--- src/rtl/alu_pkg.sv ---
// alu_pkg: shared state encoding and ALU mode/select constants for the ALU sequencer.
package alu_pkg;
    typedef enum logic [1:0] {IDLE, EXEC, RESP} state_e;
    localparam logic MODE_ARITH = 1'b0;
    localparam logic MODE_LOGIC = 1'b1;
    localparam logic [3:0] SEL_ADD    = 4'b1001;
    localparam logic [3:0] SEL_XOR    = 4'b0110;
    localparam logic [3:0] SEL_PASS_A = 4'b1111;
    localparam logic [3:0] SEL_DEC    = 4'b1111;
endpackage

--- src/rtl/alu_regfile.sv ---
// alu_regfile: NREGS x WIDTH register file, two async read ports, load and write-back ports.
module alu_regfile #(
    parameter int WIDTH = 16,
    parameter int NREGS = 8,
    localparam int AW = $clog2(NREGS)
) (
    input  logic             clk,
    input  logic             rst_n,
    input  logic [AW-1:0]    ra_a,
    input  logic [AW-1:0]    ra_b,
    output logic [WIDTH-1:0] rd_a,
    output logic [WIDTH-1:0] rd_b,
    input  logic             ld_en,
    input  logic [AW-1:0]    ld_addr,
    input  logic [WIDTH-1:0] ld_data,
    input  logic             wb_en,
    input  logic [AW-1:0]    wb_addr,
    input  logic [WIDTH-1:0] wb_data
);
    logic [WIDTH-1:0] mem_q [NREGS];

    assign rd_a = mem_q[ra_a];
    assign rd_b = mem_q[ra_b];

    // write-back takes priority over a same-cycle load to the same entry
    always_ff @(posedge clk) begin
        for (int i = 0; i < NREGS; i++) begin
            if (!rst_n)
                mem_q[i] <= '0;
            else if (wb_en && wb_addr == AW'(i))
                mem_q[i] <= wb_data;
            else if (ld_en && ld_addr == AW'(i))
                mem_q[i] <= ld_data;
        end
    end
endmodule

--- src/rtl/alu_sequencer.sv ---
// alu_sequencer: fetches operands, drives a combinational ALU for cmd_repeat+1 passes,
// writes the result back and returns it over a response handshake.
module alu_sequencer
    import alu_pkg::*;
#(
    parameter int WIDTH = 16,
    parameter int NREGS = 8,
    parameter int CNT_W = 4,
    localparam int AW = $clog2(NREGS)
) (
    input  logic             clk,
    input  logic             rst_n,
    input  logic             cmd_valid,
    output logic             cmd_ready,
    input  logic             cmd_mode,
    input  logic [3:0]       cmd_select,
    input  logic             cmd_carry_in,
    input  logic [AW-1:0]    cmd_src_a,
    input  logic [AW-1:0]    cmd_src_b,
    input  logic [AW-1:0]    cmd_dst,
    input  logic [CNT_W-1:0] cmd_repeat,
    input  logic             ld_valid,
    input  logic [AW-1:0]    ld_addr,
    input  logic [WIDTH-1:0] ld_data,
    output logic             alu_mode,
    output logic [3:0]       alu_select,
    output logic             alu_carry_in,
    output logic [WIDTH-1:0] alu_in_a,
    output logic [WIDTH-1:0] alu_in_b,
    input  logic [WIDTH-1:0] alu_result,
    input  logic             alu_carry_out,
    input  logic             alu_compare,
    output logic             rsp_valid,
    input  logic             rsp_ready,
    output logic [WIDTH-1:0] rsp_data,
    output logic             rsp_carry,
    output logic             rsp_compare
);
    state_e           state_q, state_d;
    logic [CNT_W-1:0] cnt_q, cnt_d;
    logic [AW-1:0]    dst_q, dst_d;
    logic             mode_q, mode_d, cin_q, cin_d;
    logic [3:0]       sel_q, sel_d;
    logic [WIDTH-1:0] a_q, a_d, b_q, b_d, rd_q, rd_d;
    logic             rc_q, rc_d, rp_q, rp_d;
    logic [WIDTH-1:0] rf_a, rf_b;
    logic             wb_en;

    alu_regfile #(.WIDTH(WIDTH), .NREGS(NREGS)) u_rf (
        .clk(clk), .rst_n(rst_n),
        .ra_a(cmd_src_a), .ra_b(cmd_src_b), .rd_a(rf_a), .rd_b(rf_b),
        .ld_en(ld_valid), .ld_addr(ld_addr), .ld_data(ld_data),
        .wb_en(wb_en), .wb_addr(dst_q), .wb_data(alu_result)
    );

    assign cmd_ready    = state_q == IDLE;
    assign rsp_valid    = state_q == RESP;
    assign alu_mode     = mode_q;
    assign alu_select   = sel_q;
    assign alu_carry_in = cin_q;
    assign alu_in_a     = a_q;
    assign alu_in_b     = b_q;
    assign rsp_data     = rd_q;
    assign rsp_carry    = rc_q;
    assign rsp_compare  = rp_q;

    always_comb begin
        state_d = state_q;
        cnt_d   = cnt_q;
        dst_d   = dst_q;
        mode_d  = mode_q;
        sel_d   = sel_q;
        cin_d   = cin_q;
        a_d     = a_q;
        b_d     = b_q;
        rd_d    = rd_q;
        rc_d    = rc_q;
        rp_d    = rp_q;
        wb_en   = 1'b0;
        case (state_q)
            IDLE: if (cmd_valid) begin
                mode_d  = cmd_mode;
                sel_d   = cmd_select;
                cin_d   = cmd_carry_in;
                a_d     = rf_a;
                b_d     = rf_b;
                dst_d   = cmd_dst;
                cnt_d   = cmd_repeat;
                state_d = EXEC;
            end
            EXEC: if (cnt_q == '0) begin
                rd_d    = alu_result;
                rc_d    = alu_carry_out;
                rp_d    = alu_compare;
                wb_en   = 1'b1;
                state_d = RESP;
            end else begin
                // accumulate: feed the result and carry back as operand A / carry_in
                a_d   = alu_result;
                cin_d = alu_carry_out;
                cnt_d = cnt_q - CNT_W'(1);
            end
            RESP: if (rsp_ready) state_d = IDLE;
            default: state_d = IDLE;
        endcase
    end

    always_ff @(posedge clk) begin
        if (!rst_n) begin
            state_q <= IDLE;
            cnt_q   <= '0;
            dst_q   <= '0;
            mode_q  <= 1'b0;
            sel_q   <= '0;
            cin_q   <= 1'b0;
            a_q     <= '0;
            b_q     <= '0;
            rd_q    <= '0;
            rc_q    <= 1'b0;
            rp_q    <= 1'b0;
        end else begin
            state_q <= state_d;
            cnt_q   <= cnt_d;
            dst_q   <= dst_d;
            mode_q  <= mode_d;
            sel_q   <= sel_d;
            cin_q   <= cin_d;
            a_q     <= a_d;
            b_q     <= b_d;
            rd_q    <= rd_d;
            rc_q    <= rc_d;
            rp_q    <= rp_d;
        end
    end
endmodule

--- config.mk ---
export PLATFORM = sky130hd
export DESIGN_NAME = alu_sequencer
export DESIGN_NICKNAME = d
export VERILOG_FILES = /design/src/rtl/alu_pkg.sv /design/src/rtl/alu_regfile.sv /design/src/rtl/alu_sequencer.sv
export SDC_FILE = /design/constraint.sdc
export NUM_CORES = 1
export LEC_CHECK = 0
export ABC_CLOCK_PERIOD_IN_PS = 10950
export CAP_MARGIN = 0
export CORE_ASPECT_RATIO = 1.5
export CORE_MARGIN = 8
export CORE_UTILIZATION = 40
export CTS_CLUSTER_SIZE = 12
export DETAILED_ROUTE_END_ITERATION = 16
export GPL_TIMING_DRIVEN = 0
export PLACE_DENSITY_LB_ADDON = 0.05
export SLEW_MARGIN = 0
export SYNTH_ARGS = -nofsm -noshare
export SYNTH_HDL_FRONTEND = slang
export SYNTH_SLANG_ARGS = --single-unit
--- constraint.sdc ---
create_clock -name clk -period 10.95 [get_ports clk]
set_input_delay 2.19 -clock clk [delete_from_list [all_inputs] [get_ports clk]]
set_output_delay 2.19 -clock clk [all_outputs]
set_load 0.02 [all_outputs]
==> run metrics <==
status=completed; H-Tree Depth=4; Avg Inst Size Synth=roughly 11 µm²; via count=between 8000 and 9000; DRC viols=0; Worst slew margin=between 30% and 40%; Die ar.=approximately 0.031 mm²; critical path data arrival time=4.54 ns; count of final setup violators=0; setup slack after layout=between 6 and 7 ns; fillers=roughly 2500; cell area after synthesis=roughly 0.010 mm²; Clk Latency, worst-skew pair=0.45 ns; post-synth top area share=about 37%; Synth Instances=around 950; clock tree sinks=around 190; Worst Setup Start Kind=input port; Post-Layout Cell Count=roughly 1400; routability cong.=between 0.9 and 1; DP Area=0.0118 mm²; WP data required=approximately 11 ns; ANT nets after route=0; Worst VDD drop=approximately 0.11 mV; Final Cycle Share=around two fifths; R2R Path Start=cnt_q[0]; Ports=between 100 and 150; grt ovf=0; Iteration-0 DRC Markers=approximately 560; first-pass GRT wire length=around 56 mm; metal2 WL=between 20 and 25 mm; 1st-pass router iterations=8; slew of the pin with the lowest slew margin=between 1 and 1.5 ns; largest net degree at the start of global routing=17; initial antenna violation count=0; Die Wd=147 µm; hold_ws=between 0.4 and 0.5 ns; CTS Buf Count=17; Met3 Wirelength=1.58 mm; final hold violation count=0; setup TNS=0 ns; RSZ-0062 raised after global routing=false; Primary FF master, synth=edfxtp_1; Period minus WS final=around 4.6 ns; ANT cells=0; Worst Hold Class=reg2reg; yosys warns=0; Yosys reg bits=193; CTS Buffer Depth=2; hold_sp=rsp_carry; Slew Limit Fails=0; Clock Skew=between 0.01 and 0.015 ns; Syn Nets=approximately 1000; share of synthesized flip-flops with an asynchronous set or reset=0%; Seq/Total Area, Yosys=between 40% and 50%; PD cells=between 150 and 200 mW/mm²; Die Ht=~210 µm; vias per cell=~6.0; top sig layer=met4; hpwl dp=a little over 30 mm; final design instance area without fill=0.0124 mm²; final wirelength=between 30 and 40 mm; routed len/inst=27.3 µm; Netlist cell types=50; post-CTS sizing=0; IO buf count=between 90 and 100; CP Max Fanout=16; CTS Root Cell=clkbuf_16; area delta synth->final=20.0%; max-cap violations=0; pre-CTS setup slack=just under 6 ns; top cells by area, synth=edfxtp_1, dfxtp_1, mux4_2; Setup CP Type=in2reg; Post-synth EDFFs=between 100 and 150; crit path from=rst_n; Achievable Freq=between 200 and 250 MHz; area leader, netlist=edfxtp_1; share of cells above drive strength 1=between 10% and 20%; Initial Util=40.4%; vias in the first global route=about 8600; DRT met1 WL=about 14 mm; nets=approximately 1100; Core ar.=~0.026 mm²; DP Cell Count=roughly 1400; CP Capture Type=register; Row Count=a little over 70; # hold bufs at CTS=0; Pleak=approximately 4.4 nW; post-CTS setup buffers=0; Global Route Usage Sum=roughly 25%; Clk pin slew, worst setup/hold paths=approximately 0.070 ns; CTS tree=built
## worst max-delay path, cell delays in order
cell	delay, ns
clkdlybuf4s50_1	0.55
clkbuf_1	0.45
clkbuf_1	0.54
nand3_1	0.79
## routing by layer
layer	vias up	GRT usage, %
met5	-	0
met4	0	15.9
met3	98	3.35
met2	323	46.4
met1	4199	25.6
li1	3859	-
## area by class of cell
cell class	count	area [µm²]	share of cell area, %
clock buffer	20	468	3.76
sequential	193	5140	41.4
multi-input combinational	664	4820	38.7
inverter	3	11.3	0.0905
timing repair buffer	103	1040	8.34
tap	333	417	3.35
buffer	93	415	3.34
clock inverter	12	129	1.04
## metrics by stage
step / util [%] / power, W
6_report: 48.4 / 0.00196
5_1_grt: 48.4 / 0.00203
4_1_cts: 48.4 / 0.00198
3_5_place_dp: 46.1 / 0.00134
3_3_place_gp: 45.8 / 0.00133
2_1_floorplan: - / 0.00113
## flip-flops by register name, summed over array words and instances, names as in the netlist
signal and cells:
cnt_q 4, rsp_data 16, alu_in_a 16, u_rf.mem_q 128
alu_mode 1, alu_select 4, rsp_carry 1, rsp_compare 1
state_q 2, alu_in_b 16, alu_carry_in 1, dst_q 3
## layout by cell type, fill, tap and decap left out, drive strengths merged, types with 4 or more instances in the layout
cell type,netlist,layout
nor4,8,8
clkinv,0,4
clkbuf,64,84
nand2,195,195
a32o,32,32
a21boi,40,40
and2,6,6
clkdlybuf4s50,0,98
or2,5,5
o22ai,13,13
edfxtp,128,128
dfxtp,65,65
o221ai,31,31
nor2b,4,4
nand2b,5,5
inv,3,6
nand3,27,27
a21oi,29,29
mux2i,71,71
o21ai,115,115
o31ai,8,8
nor2,11,11
buf,29,34
mux4,38,38
## power by group
part	internal, W	total, W	leakage (nW)	switching [W]
Combinational	0.000166	0.000440	2.25	0.000274
Clock	0.000356	0.000645	0.288	0.000288
Sequential	0.000841	0.000880	1.86	0.0000388
## cell usage after synthesis (3+ instances only)
| library cell | number |
|---|---|
| o31ai_1 | 7 |
| a32o_2 | 20 |
| nor2_1 | 8 |
| nor2b_1 | 4 |
| clkbuf_1 | 64 |
| buf_2 | 23 |
| mux2i_1 | 71 |
| a21boi_0 | 40 |
| and2_1 | 6 |
| a21oi_1 | 29 |
| mux4_2 | 38 |
| o221ai_1 | 31 |
| o21ai_0 | 109 |
| o21ai_1 | 6 |
| nand3_1 | 27 |
| edfxtp_1 | 128 |
| a32o_1 | 12 |
| nor3b_1 | 3 |
| nand2b_1 | 4 |
| inv_1 | 3 |
| dfxtp_1 | 65 |
| and3_1 | 3 |
| or2_2 | 5 |
| o22ai_1 | 13 |
| nor4_4 | 5 |
| nand2_1 | 194 |
## worst paths after layout
path	to	slack (ns)	cells after the start
max	u_rf.mem_q[1][7]	6.35	4
min	rsp_carry	0.47	2
max reg2reg	u_rf.mem_q[0][11]	7.84	7
min reg2reg	rsp_carry	0.47	2
## cells by family (layout without fill, tap and decap cells)
kind of cell,count (synthesis),count (layout),synth area share (%)
flip-flops,193,193,49.6
multiplexers,109,109,15.1
AND/OR/NAND/NOR,277,277,13.1
adder cells (fa/ha/maj),2,2,0.241
AO/OA/AOI/OAI,276,276,17.8
buffers and inverters,96,231,4.12
No activity file was read; power rests on OpenSTA's default activity.
